`src/rtl/bf16_mul_accum.sv`:
```
// Sequential bfloat16 accumulator for a dot-product reduction: sums one vector of products
// with a multi-cycle align/add/normalise datapath, truncation rounding and a sticky error code.
module bf16_mul_accum #(
   parameter int DATA_WIDTH  = 16,
   parameter int EXP_WIDTH   = 8,
   parameter int FRAC_WIDTH  = 7,
   parameter int ERROR_WIDTH = 2,
   parameter int CNT_WIDTH   = 8
) (
   input  logic                   clk,
   input  logic                   rst,
   input  logic                   in_valid,
   output logic                   in_ready,
   input  logic [DATA_WIDTH-1:0]  in_data,
   input  logic [ERROR_WIDTH-1:0] in_error,
   input  logic                   in_last,
   output logic                   out_valid,
   input  logic                   out_ready,
   output logic [DATA_WIDTH-1:0]  out_data,
   output logic [ERROR_WIDTH-1:0] out_error,
   output logic [CNT_WIDTH-1:0]   out_count
);
   // state  | meaning
   // S_IDLE | waiting for a product (in_ready high)
   // S_ALIGN| classify specials, align mantissas to the larger exponent
   // S_ADD  | signed-magnitude add/subtract
   // S_NORM | left-normalise one bit per cycle, write accumulator
   // S_OUT  | holding the vector result until out_ready
   typedef enum logic [2:0] {S_IDLE, S_ALIGN, S_ADD, S_NORM, S_OUT} state_t;

   localparam int MW = FRAC_WIDTH + 4;
   localparam logic [EXP_WIDTH-1:0]   EXP_MAX = '1;
   localparam logic [DATA_WIDTH-1:0]  QNAN    = {1'b0, EXP_MAX, 1'b1, {(FRAC_WIDTH-1){1'b0}}};
   localparam logic [ERROR_WIDTH-1:0] E_OK  = ERROR_WIDTH'(0);
   localparam logic [ERROR_WIDTH-1:0] E_OVF = ERROR_WIDTH'(1);
   localparam logic [ERROR_WIDTH-1:0] E_UNF = ERROR_WIDTH'(2);
   localparam logic [ERROR_WIDTH-1:0] E_NAN = ERROR_WIDTH'(3);

   function automatic logic [ERROR_WIDTH-1:0] merge(input logic [ERROR_WIDTH-1:0] a,
                                                    input logic [ERROR_WIDTH-1:0] b);
      if (a == E_NAN || b == E_NAN)      return E_NAN;
      else if (a == E_OVF || b == E_OVF) return E_OVF;
      else if (a == E_UNF || b == E_UNF) return E_UNF;
      else                               return E_OK;
   endfunction

   function automatic logic [DATA_WIDTH-1:0] premap(input logic [DATA_WIDTH-1:0] d,
                                                    input logic [ERROR_WIDTH-1:0] e);
      logic [EXP_WIDTH-1:0] ex;
      ex = d[DATA_WIDTH-2 -: EXP_WIDTH];
      if (e == E_NAN)        return QNAN;
      else if (e == E_OVF)   return {d[DATA_WIDTH-1], EXP_MAX, {FRAC_WIDTH{1'b0}}};
      else if (e == E_UNF)   return '0;
      else if (ex == '0)     return '0;
      else if (ex == EXP_MAX) return (d[FRAC_WIDTH-1:0] == '0) ? d : QNAN;
      else                   return d;
   endfunction

   state_t                 state;
   logic [DATA_WIDTH-1:0]  acc, op, spec_res;
   logic [ERROR_WIDTH-1:0] err;
   logic [CNT_WIDTH-1:0]   count;
   logic                   last_r, spec;
   logic [MW-1:0]          m_a, m_b, mant;
   logic                   s_a, s_b, sign_r, zero_r;
   logic [EXP_WIDTH:0]     e_r;

   logic [EXP_WIDTH-1:0]   a_exp, b_exp, er_c, d_c;
   logic [FRAC_WIDTH-1:0]  a_frac, b_frac;
   logic                   a_nan, b_nan, a_inf, b_inf, a_zero, b_zero, spec_c, sa_c, sb_c;
   logic [DATA_WIDTH-1:0]  spec_val;
   logic [MW-1:0]          ma_c, mb_full, mb_c;

   always_comb begin
      a_exp   = acc[DATA_WIDTH-2 -: EXP_WIDTH];
      b_exp   = op[DATA_WIDTH-2 -: EXP_WIDTH];
      a_frac  = acc[FRAC_WIDTH-1:0];
      b_frac  = op[FRAC_WIDTH-1:0];
      a_nan   = (a_exp == EXP_MAX) && (a_frac != '0);
      b_nan   = (b_exp == EXP_MAX) && (b_frac != '0);
      a_inf   = (a_exp == EXP_MAX) && (a_frac == '0);
      b_inf   = (b_exp == EXP_MAX) && (b_frac == '0);
      a_zero  = (a_exp == '0);
      b_zero  = (b_exp == '0);
      spec_c  = a_nan | b_nan | a_inf | b_inf | a_zero | b_zero;
      spec_val = QNAN;
      if (a_nan || b_nan || (a_inf && b_inf && (acc[DATA_WIDTH-1] != op[DATA_WIDTH-1])))
         spec_val = QNAN;
      else if (a_inf)            spec_val = acc;
      else if (b_inf)            spec_val = op;
      else if (a_zero && b_zero) spec_val = '0;
      else if (a_zero)           spec_val = op;
      else                       spec_val = acc;
      if (a_exp >= b_exp) begin
         er_c    = a_exp;
         d_c     = a_exp - b_exp;
         ma_c    = {1'b1, a_frac, 3'b000};
         mb_full = {1'b1, b_frac, 3'b000};
         sa_c    = acc[DATA_WIDTH-1];
         sb_c    = op[DATA_WIDTH-1];
      end else begin
         er_c    = b_exp;
         d_c     = b_exp - a_exp;
         ma_c    = {1'b1, b_frac, 3'b000};
         mb_full = {1'b1, a_frac, 3'b000};
         sa_c    = op[DATA_WIDTH-1];
         sb_c    = acc[DATA_WIDTH-1];
      end
      mb_c = (d_c >= EXP_WIDTH'(MW)) ? '0 : (mb_full >> d_c);
   end

   logic [MW:0] sum_c;
   assign sum_c = {1'b0, m_a} + {1'b0, m_b};

   logic                   norm_done;
   logic [DATA_WIDTH-1:0]  norm_res;
   logic [ERROR_WIDTH-1:0] norm_err;

   always_comb begin
      norm_done = 1'b0;
      norm_res  = '0;
      norm_err  = err;
      if (spec) begin
         norm_done = 1'b1;
         norm_res  = spec_res;
      end else if (zero_r) begin
         norm_done = 1'b1;
      end else if (e_r >= {1'b0, EXP_MAX}) begin
         norm_done = 1'b1;
         norm_res  = {sign_r, EXP_MAX, {FRAC_WIDTH{1'b0}}};
         norm_err  = merge(err, E_OVF);
      end else if (mant[MW-1]) begin
         norm_done = 1'b1;
         norm_res  = {sign_r, e_r[EXP_WIDTH-1:0], mant[MW-2 -: FRAC_WIDTH]};
      end else if (e_r <= (EXP_WIDTH+1)'(1)) begin
         // the next shift would take the exponent to zero: flush rather than go denormal
         norm_done = 1'b1;
         norm_err  = merge(err, E_UNF);
      end
   end

   always_ff @(posedge clk or posedge rst) begin
      if (rst) begin
         state     <= S_IDLE;
         acc       <= '0;
         err       <= E_OK;
         count     <= '0;
         op        <= '0;
         last_r    <= 1'b0;
         spec      <= 1'b0;
         spec_res  <= '0;
         m_a       <= '0;
         m_b       <= '0;
         s_a       <= 1'b0;
         s_b       <= 1'b0;
         e_r       <= '0;
         mant      <= '0;
         sign_r    <= 1'b0;
         zero_r    <= 1'b0;
         in_ready  <= 1'b1;
         out_valid <= 1'b0;
         out_data  <= '0;
         out_error <= E_OK;
         out_count <= '0;
      end else begin
         case (state)
            S_IDLE: if (in_valid && in_ready) begin
               op       <= premap(in_data, in_error);
               err      <= merge(err, in_error);
               last_r   <= in_last;
               if (count != '1) count <= count + 1'b1;
               in_ready <= 1'b0;
               state    <= S_ALIGN;
            end
            S_ALIGN: begin
               spec     <= spec_c;
               spec_res <= spec_val;
               m_a      <= ma_c;
               m_b      <= mb_c;
               s_a      <= sa_c;
               s_b      <= sb_c;
               e_r      <= {1'b0, er_c};
               state    <= S_ADD;
            end
            S_ADD: begin
               if (s_a == s_b) begin
                  zero_r <= 1'b0;
                  sign_r <= s_a;
                  if (sum_c[MW]) begin
                     mant <= sum_c[MW:1];
                     e_r  <= e_r + 1'b1;
                  end else begin
                     mant <= sum_c[MW-1:0];
                  end
               end else if (m_a >= m_b) begin
                  mant   <= m_a - m_b;
                  sign_r <= s_a;
                  zero_r <= (m_a == m_b);
               end else begin
                  mant   <= m_b - m_a;
                  sign_r <= s_b;
                  zero_r <= 1'b0;
               end
               state <= S_NORM;
            end
            S_NORM: begin
               if (norm_done) begin
                  acc <= norm_res;
                  err <= norm_err;
                  if (last_r) begin
                     out_valid <= 1'b1;
                     out_data  <= norm_res;
                     out_error <= norm_err;
                     out_count <= count;
                     state     <= S_OUT;
                  end else begin
                     in_ready <= 1'b1;
                     state    <= S_IDLE;
                  end
               end else begin
                  mant <= {mant[MW-2:0], 1'b0};
                  e_r  <= e_r - 1'b1;
               end
            end
            S_OUT: if (out_ready) begin
               out_valid <= 1'b0;
               acc       <= '0;
               err       <= E_OK;
               count     <= '0;
               in_ready  <= 1'b1;
               state     <= S_IDLE;
            end
            default: state <= S_IDLE;
         endcase
      end
   end
endmodule

```
`config.mk`:
```
export PLATFORM = sky130hd
export DESIGN_NAME = bf16_mul_accum
export DESIGN_NICKNAME = d
export VERILOG_FILES = /design/src/rtl/bf16_mul_accum.sv
export SDC_FILE = /design/constraint.sdc
export NUM_CORES = 1
export LEC_CHECK = 0
export ABC_AREA = 1
export BUFFER_PORTS_ARGS = -buffer_cell sky130_fd_sc_hd__buf_2
export CAP_MARGIN = 10
export CORE_ASPECT_RATIO = 1.25
export CORE_MARGIN = 3
export CORE_UTILIZATION = 62
export DETAILED_ROUTE_END_ITERATION = 8
export PLACE_DENSITY_LB_ADDON = 0.08
export SLEW_MARGIN = 30
export SYNTH_ARGS = -nofsm -noshare
export SYNTH_HDL_FRONTEND = slang
export SYNTH_SLANG_ARGS = --single-unit
```
`constraint.sdc`:
```
create_clock -name clk -period 5.8 [get_ports clk]
set_input_delay 0.58 -clock clk [delete_from_list [all_inputs] [get_ports clk]]
set_output_delay 0.58 -clock clk [all_outputs]
set_load 0.1 [all_outputs]
```
Yosys cells after proc, flatten, opt, wreduce, memory -nomap -nowiden
Cells that the tools add are included.

Flip-flop bits (word level): 137. Output and inout port bits: 28. Input bits: 23.

Equality and inequality tests: 26. Reduce and logical (&&, ||, !) cells: 37. Bitwise logic cells: 5. Muxes and demuxes: 76. Shifts and indexed selects: 1. Add/subtract/negate cells: 8. Magnitude comparators: 5.

Operators with widths (number): 2-to-1 mux 16 bit (17); 2-to-1 mux 11 bit (5); 2-to-1 mux 8 bit (5); one-hot mux 16 bit (2 select lines) (1); 2-to-1 mux 2 bit (14); 2-to-1 mux 9 bit (3); one-hot mux 9 bit (3 select lines) (1); == test 8 bit (second input constant) (3); logical NOT 8 bit (3); one-hot mux 11 bit (2 select lines) (1); subtractor 11 bit (2); logical NOT 7 bit (3); 2-to-1 mux 10 bit (2); 2-to-1 mux 1 bit (18); inequality test 2 bit (second input constant) (9); one-hot mux 8 bit (2 select lines) (1); AND reduction 4 bit (4); subtractor 8 bit (2); one-hot mux 3 bit (5 select lines) (1); nonzero test 7 bit (2); adder 11 x 11 -> 12 bit (1); 2-to-1 mux 3 bit (4); == test 11 bit (1); >= comparator 11 bit (1); 28 further kinds (54).

Depth between registers and ports, before layout
Gate-level depths: netlist of run 1.

Depth in word-level cells: 10. Mapped depth: 24. Depth with buffers taken out: 23.

Least setup slack after synthesis of run 1
No wires, ideal clock.

Path type: reg2reg. Start point: register acc[7]. End point: register m_b[6]. Setup time: 0.130 ns. Cell stages (with the launch flop): 21. Setup slack: 3.177 ns. Arrival time: 2.493 ns. Buffers on the path: 0. Required time: 5.670 ns. Cells stage by stage: dfrtp_1 -> inv_1 -> ha_1 -> inv_1 -> fa_1 -> nand3_1 -> nand3_1 -> nand2_1 -> nand2_1 -> nor2_4 -> nand3_1 -> nand2_2 -> inv_2 -> nand2_1 -> nand2_1 -> nand2_1 -> nor2_4 -> nand2_4 -> nor2_4 -> nand2_1 -> o211ai_2.

Cells in the longest elaborated chain, start to end: 4.

RTL lines: from (decl) (line 60) `logic [DATA_WIDTH-1:0] acc, op, spec_res;`; from (signal assigned) (line 208) `acc <= norm_res;`; subtractor 8 bit, or another cell as far along (line 103) `d_c = b_exp - a_exp;`; 2-to-1 mux 8 bit or 2-to-1 mux 10 bit (tied branches) (line 94) `if (a_exp >= b_exp) begin`; >= comparator 8 x 4 -> 1 bit or >> shifter 11 x 8 -> 11 bit (tied branches) (line 109) `mb_c = (d_c >= EXP_WIDTH'(MW)) ? '0 : (mb_full >> d_c);`; 2-to-1 mux 11 bit * (line 109); to (signal assigned) (line 179) `m_b <= mb_c;`; to (decl) (line 64) `logic [MW-1:0] m_a, m_b, mant;`.

Every way passes the cells marked *; elsewhere a longest branch is shown, timed or not. A chain may end at the register's enable or synchronous reset.

Worst setup path after layout of run 1
Start point: register acc[7]. End point: register m_b[1].

The elaborated chain is that of the path after synthesis.

==> results.toml, run 1 <==
[timing]
slew_headroom = 0.424
timing.fmax_ghz = 0.308
fin_crit_sh = 0.560
hold-worst-slack_ns = 0.319
slew_violations = 0
fin_worst_skew_ns = 0.00924
finalSetupViolations = 0
tns_ns = 0
rsz0062_at_grt = "false"
final-hold-violation-count = 0
finalCriticalPeriod_ns = 3.25
worst_slew_pin_slew_ns = 0.865

[clocking]
clock_path_buffers = 2
postCtsSetupBuffers = 0
cts_hold_buf = 0
cts_made_buffers = 17
cts_root_buffer = "clkbuf_16"
clk_latency_ns = 0.43
clock-sinks = 134
h-tree-depth = 4
cts_tree = "yes"
path_clk_slew_ns = 0.06
cts_resized = 0

[synthesis]
yosysSeqAreaShare = 0.362
yosysMostFrequentCell = "nand2_1"
async_flop_share = 1.00
syn-instance-count = 1295
synth_common_cells = "338 x nand2_1, 176 x inv_1, 133 x dfrtp_1, 108 x o21ai_0, 99 x nand3_1"
yosysWarnings = 0
synth_edf_count = 0
synth_area_leader_cell = "dfrtp_1"
syn_area_sq_mm = 0.00928
synthTopCellsByArea = "dfrtp_1 36%, nand2_1 14%, inv_1 7.1%"
ys_ff_latch = 134
synth_nets = 1365
synthDominantCellAreaShare = 0.359
synth_area_per_cell_sq_um = 7.17
ys.flop_type = "dfrtp_1"
synth.distinct_cells = 54

[route]
first_pass_iters = 6
routed_wl_um = 25600
vias = 8872
ant_nets = 0
drtIter0Drc = 795
wl_per_cell_um = 16.9
drc = 0
routed_via_density = 5.86

[worst_setup_path]
rrSetupSlack_ns = 2.55
r2r_end = "m_b[1]$_DFFE_PP0P_"
cp_max_fo = 43
start_kind = "flop"
required_ns = 6.16
reg2regPathDepth = 17
startpoint = "acc[7]$_DFFE_PP0P_"
r2r-start = "acc[7]$_DFFE_PP0P_"
end_kind = "flop"
cp.arrival_ns = 3.60
cp-endpoint = "m_b[1]$_DFFE_PP0P_"
path_class = "flop to flop"

[finish]
antenna_cells = 0
synthToLayoutAreaGrowth_pct = 9.66
layout-drive-gt1-share = 0.101
num-fill-cells = 1261
finalNetCount = 1394

[grt]
grt_max_degree = 97
overflow = 0
track_usage = 0.321
antenna_found_initial = 0
grt_pass1_vias = 8489
grt_pass1_wl_um = 41700

[floorplan]
dieArea_sq_mm = 0.0165
io_pins = 51
fp.dieH_um = 143
core-area_sq_mm = 0.0145
fp-row-count = 49
start_util = 0.639
fp.dieW_um = 115

[place]
port_buffers = 50
hpwl_um = 19000
place.gp.congestion = 1.01

[worst_hold_path]
hold_class = "input port to async pin"

[run]
cap_violations = 0

[status]
status = "complete, no violations"
==> metal layers <==
layer | vias up | share of wire | wire length [um] | track usage
li1 | 4326 | - | - | -
met1 | 4149 | 0.40 | 10200 | 0.395
met2 | 319 | 0.50 | 12900 | 0.558
met3 | 78 | 0.049 | 1250 | 0.0318
met4 | 0 | 0.048 | 1220 | 0.164
met5 | - | 0 | 0 | 0
==> area by class of cell <==
class / count / area (sq um) / share of cell area
Tap cell: 178 / 223 / 0.0219
Clock buffer: 20 / 457 / 0.0449
Timing Repair Buffer: 56 / 299 / 0.0294
Multi-Input combinational cell: 927 / 4990 / 0.490
Inverter: 188 / 712 / 0.0700
Sequential cell: 134 / 3350 / 0.330
Clock inverter: 12 / 143 / 0.0140
==> layout by cell type (no fill, tap or decap), types with 5 or more instances in the layout <==
cell,count
buf_2,50
nor2_4,5
nand3_1,99
inv_2,8
a21oi_1,66
ha_1,43
a22oi_1,8
nor2_1,63
nor4_1,9
clkbuf_16,17
buf_4,5
nor2_2,5
inv_6,5
nor3_1,10
o21ai_1,26
a31oi_1,5
xor2_1,21
xnor2_1,6
nand2_1,338
o211ai_1,15
o21ai_0,108
o32ai_1,6
nand2_2,6
dfrtp_1,133
nand4_1,21
o22ai_1,26
inv_1,175
==> critical path, cell delays in order, from the launching register on <==
cell     delay, ns
dfrtp_1       0.40
inv_1         0.14
ha_1          0.20
inv_1         0.07
fa_1          0.42
nand3_1       0.09
nand3_1       0.10
nand2_1       0.13
nand3_4       0.34
nand2_1       0.20
nand2_2       0.07
nor2_4        0.20
nand2_4       0.10
o21ai_0       0.25
nand2_1       0.11
o21ai_0       0.22
nand2_1       0.08
nand2_1       0.06
==> stage by stage <==
stage / instance area, sq um / util / std cells / setup WS [ns]
after floorplan: 9280 / - / 1295 / 1.64
after global placement: 9560 / 0.658 / 1482 / 2.71
after detailed placement: 9560 / 0.658 / 1482 / 2.60
after CTS: 10200 / 0.699 / 1514 / 2.59
after global routing: 10200 / 0.700 / 1515 / 2.19
final: 10200 / 0.700 / 1515 / 2.55
==> state kept, by name, indices dropped and copies added (netlist names) <==
name       flops
count          8
e_r            9
s_a            1
last_r         1
in_ready       1
mant          11
out_data      16
err            2
out_error      2
spec           1
spec_res      16
acc           16
m_b           11
out_count      8
op            16
sign_r         1
m_a            8
zero_r         1
out_valid      1
state          3
s_b            1
==> logic make-up after synthesis <==
logic type,count (synthesis),share of synthesized area
buffers and inverters,234,0.102
and+or+nand+nor,577,0.277
DFF,134,0.362
AOI/OAI and AO/OA,276,0.168
xor gates and xnor gates,27,0.0255
adders and majority gates,47,0.0666
==> how the worst min path moves through the flow <==
stage          slack, ns                  endpoint
6_report            0.32      count[1]$_DFFE_PP0P_
5_1_grt             0.39        last_r$_DFFE_PP0P_
4_1_cts             0.37  out_count[1]$_DFFE_PP0P_
3_5_place_dp        0.46  out_data[10]$_DFFE_PP0P_
3_3_place_gp        0.46   out_data[8]$_DFFE_PP0P_
2_1_floorplan       0.44       mant[0]$_DFFE_PP0P_
Power of run 1 is left out: the tool's default activity adds up to more than one toggle a clock period on the data nets, which glitch-free logic cannot reach.
==> inputs of run 2 (changes only) <==
Clock period 5.8 ns to 3.3 ns, I/O delays scaled along.
==> results.toml, run 2 (synthesized netlist as in run 1, its figures left out) <==
[route]
first_pass_iters = 5
drtIter0Drc = 672
drc = 0
ant_nets = 0
routed_via_density = 5.81
vias = 8919
routed_wl_um = 26200
wl_per_cell_um = 17.1

[clocking]
clk_latency_ns = 0.43
h-tree-depth = 4
cts_made_buffers = 17
clock-sinks = 134
clock_path_buffers = 2
cts_root_buffer = "clkbuf_16"
path_clk_slew_ns = 0.06
cts_tree = "yes"

[grt]
track_usage = 0.325
grt_pass1_wl_um = 41900
busiest_layer = "met2"
overflow = 0
use_met1 = 0.392
grt_use_met3 = 0.0504
grt_pass1_vias = 8397
grtUsageMet2 = 0.565
antenna_found_initial = 0
grt_max_degree = 124

[finish]
num-fill-cells = 1226
fin_util = 0.715
layout_common_cells = "336 x nand2_1, 175 x inv_1, 133 x dfrtp_1"
antenna_cells = 0
synthToLayoutAreaGrowth_pct = 11.9
finalNetCount = 1414
layout_commonest_cell = "nand2_1"
layout-drive-gt1-share = 0.116

[worst_setup_path]
required_ns = 3.61
reg2regPathDepth = 20
start_kind = "flop"
r2r-start = "acc[7]$_DFFE_PP0P_"
cp.arrival_ns = 3.36
rrSetupSlack_ns = 0.24
cp_max_fo = 7
end_kind = "flop"
r2r_end = "m_b[2]$_DFFE_PP0P_"
path_class = "flop to flop"

[place]
port_buffers = 50
hpwl_um = 19600
place.gp.congestion = 0.971

[run]
cap_violations = 0

[timing]
rsz0062_at_grt = "false"
tns_ns = 0
slew_violations = 0
worst_slew_pin_slew_ns = 0.688
slew_headroom = 0.537
final-hold-violation-count = 0
finalSetupViolations = 0
fin_worst_skew_ns = 0.0157
finalCriticalPeriod_ns = 3.06
fin_crit_sh = 0.927
timing.fmax_ghz = 0.327

[floorplan]
fp.dieH_um = 143
io_pins = 51
fp-row-count = 49
fp.dieW_um = 115
start_util = 0.639
core-area_sq_mm = 0.0145
dieArea_sq_mm = 0.0165

[worst_hold_path]
holdPathStages = 3
min_from = "in_last"
hold_class = "input port to flop"
whs_endpoint = "last_r$_DFFE_PP0P_"

[status]
status = "complete, no violations"
==> run 2: cell types whose count changed in the layout (fill, tap and decap cells not counted), moves of 2 or more <==
cell | before | now
inv_6 | 5 | 3
buf_4 | 5 | 21
nand2_1 | 338 | 336
nand2_2 | 6 | 8
==> run 2: worst max path at each step <==
stage	start	to	slack, ns	depth (start not counted)
4_1_cts	acc[7]$_DFFE_PP0P_	m_b[9]$_DFFE_PP0P_	0.17	19
3_5_place_dp	acc[7]$_DFFE_PP0P_	m_b[8]$_DFFE_PP0P_	0.21	16
3_3_place_gp	acc[7]$_DFFE_PP0P_	m_b[6]$_DFFE_PP0P_	0.23	19
2_1_floorplan	acc[7]$_DFFE_PP0P_	m_b[6]$_DFFE_PP0P_	0.68	20
5_1_grt	acc[7]$_DFFE_PP0P_	m_b[4]$_DFFE_PP0P_	0.02	19
6_report	acc[7]$_DFFE_PP0P_	m_b[2]$_DFFE_PP0P_	0.24	20
==> run 2: routing by layer <==
| layer | part of all wire | wire, um |
|---|---|---|
| met1 | 0.40 | 10500 |
| met3 | 0.049 | 1290 |
| met2 | 0.51 | 13300 |
| met4 | 0.044 | 1160 |
| met5 | 0 | 0 |
==> run 2: worst max-delay path, cell delays in order, from the launching register on <==
cell     delay, ns
dfrtp_1       0.41
inv_1         0.15
ha_1          0.20
inv_1         0.07
fa_1          0.44
nand3_1       0.10
nand3_1       0.12
nand2_2       0.14
nand2_2       0.11
nor2_4        0.21
nand3_1       0.11
nand2_2       0.19
inv_2         0.11
nand2_1       0.08
nand2_1       0.04
nand2_1       0.09
nor2_4        0.05
nand2_4       0.09
o21ai_0       0.09
nand2_1       0.09
nand2_1       0.05
==> run 2: final cells by class <==
cell class	instances	area [sq um]	area share
Clock buffer	20	467	0.0450
Sequential cell	134	3350	0.323
Multi-Input combinational cell	929	5010	0.483
Clock inverter	12	166	0.0160
Timing Repair Buffer	74	449	0.0433
Inverter	188	711	0.0684
Tap cell	178	223	0.0215
==> run 2: metrics by stage <==
stage / worst slack (ns) / cells / area [sq um] / hold slack, ns
global placement: 0.232 / 1497 / 9690 / 0.294
detailed placement: 0.210 / 1497 / 9690 / 0.299
floorplan: 0.677 / 1295 / 9280 / 0.431
finish: 0.241 / 1535 / 10400 / 0.119
CTS: 0.171 / 1530 / 10300 / 0.113
global route: 0.0172 / 1535 / 10400 / 0.138
==> run 2: repair_timing <==
item                       in CTS  in global routing
hold buffers                    1                  0
buffers inserted                0                  2
hold endpoints to repair       11                  0
setup endpoints to repair       0                 11
resized for setup               0                  3
Power of run 2 is left out for the same reason.
==> inputs of run 3 (changes only) <==
Settings changed: CORE_UTILIZATION 62 to 55, RECOVER_POWER set to 100.
Clock period 3.3 ns to 3.18 ns, I/O delays scaled along.
==> results.toml, run 3 (synthesized netlist as in run 1, its figures left out) <==
[status]
status = "finished, violations left"
violations = "capacitance limit, slew limit"

[floorplan]
dieArea_sq_mm = 0.0185
start_util = 0.566
core-area_sq_mm = 0.0164
fp.dieH_um = 151
fp.dieW_um = 122
fp-row-count = 52
io_pins = 51

[finish]
synthToLayoutAreaGrowth_pct = 11.3
multi_input_area_sq_mm = 0.00498
layout_common_cells = "337 x nand2_1, 176 x inv_1, 133 x dfrtp_1"
finalNetCount = 1417
fin_util = 0.630
num-fill-cells = 1596
layout-drive-gt1-share = 0.0904
final_cell_area_sq_mm = 0.0103
layout_commonest_cell = "nand2_1"
antenna_cells = 0
regArea_sq_mm = 0.00335

[clocking]
path_clk_slew_ns = 0.06
cts_tree = "yes"
cts_root_buffer = "clkbuf_16"
cts_made_buffers = 17
clock_path_buffers = 2
clk_latency_ns = 0.43
postCtsSetupBuffers = 0
h-tree-depth = 4
clock-sinks = 134

[grt]
track_usage = 0.294
grt_pass1_wl_um = 42500
grt_pass1_vias = 8498
grt_max_degree = 64
antenna_found_initial = 0
overflow = 0

[worst_hold_path]
holdPathStages = 3
hold_class = "input port to flop"

[worst_setup_path]
path_class = "flop to flop"
start_kind = "flop"
cp_max_fo = 10
required_ns = 3.53
cpMostUsedCell = "nand3_1"
reg2regPathDepth = 19
slowest_stage = "fa_1"
path_cells = "inv_2 -> ha_1 -> inv_1 -> fa_1 -> nand3_1 -> nand3_1 -> nand2_2 -> nand3_4 -> nand2_1 -> nand2_1 -> nor2_4 -> nand2_4 -> clkinv_2 -> nand2_2 -> nor2_4 -> nand2_4 -> nor2_4 -> nand3_1 -> nand3_1"
max_stage_delay_ns = 0.43
end_kind = "flop"
cp.arrival_ns = 3.29

[place]
place.gp.congestion = 0.942
port_buffers = 50
dpl-instance-area_sq_mm = 0.00979
hpwl_um = 20200

[timing]
tns_ns = 0
slew_violations = 125
finalSetupViolations = 0
final-hold-violation-count = 0
rsz0062_at_grt = "false"
slew_headroom = -0.0689
finalCriticalPeriod_ns = 2.93
worst_slew_pin_slew_ns = 1.60
timing.fmax_ghz = 0.341
fin_worst_skew_ns = 0.0133
fin_crit_sh = 0.922

[route]
routed_wl_um = 26300
first_pass_iters = 5
ant_nets = 0
wl_per_cell_um = 16.7
vias = 8817
drc = 0
routed_via_density = 5.59
drtIter0Drc = 618

[run]
cap_violations = 3
run 3: metrics by stage:
stage,worst slack (ns),instances,hold WS (ns)
final,0.247,1576,0.0985
after global routing,0.0213,1576,0.111
after CTS,0.192,1575,0.0944
after detailed placement,0.231,1542,0.310
after global placement,0.234,1542,0.309
after floorplan,0.557,1295,0.419
run 3: critical path, delay by kind of cell, from the launching register on:
kind	cells	cell delay (ns)
fa+ha+maj	2	0.61
buf+inv	3	0.25
flops	1	0.41
simple gates	14	1.59
run 3: repair_timing:
action	in CTS	in global routing
hold endpoints to repair	12	0
hold buffers	1	0
gates resized for setup	0	3
endpoints found under the setup margin	0	11
run 3: cell type report:
class                           instances  area share
Multi-Input combinational cell        927       0.482
Inverter                              188      0.0686
Sequential cell                       134       0.325
Clock inverter                         14      0.0161
Tap cell                              216      0.0262
Timing Repair Buffer                   79      0.0404
Clock buffer                           18      0.0416
run 3: worst paths after layout:
kind | startpoint | to | slack [ns]
worst min register to register | out_data[8]$_DFFE_PP0P_ | out_data[8]$_DFFE_PP0P_ | 0.48
worst min-delay path | in_last | last_r$_DFFE_PP0P_ | 0.1
max in group asynchronous | rst | op[7]$_DFFE_PP0P_ | 0.80
min in group asynchronous | rst | out_count[0]$_DFFE_PP0P_ | 0.47
worst max-delay path | acc[7]$_DFFE_PP0P_ | m_b[4]$_DFFE_PP0P_ | 0.25
worst max register to register | acc[7]$_DFFE_PP0P_ | m_b[4]$_DFFE_PP0P_ | 0.25
run 3: per-layer routing:
| layer | global-route usage | up-vias | routed length, um |
|---|---|---|---|
| met2 | 0.505 | 260 | 13100 |
| met5 | 0 | - | 0 |
| met4 | 0.118 | 0 | 887 |
| li1 | - | 4386 | - |
| met1 | 0.368 | 4116 | 11100 |
| met3 | 0.0489 | 55 | 1180 |
Power of run 3 is left out for the same reason.
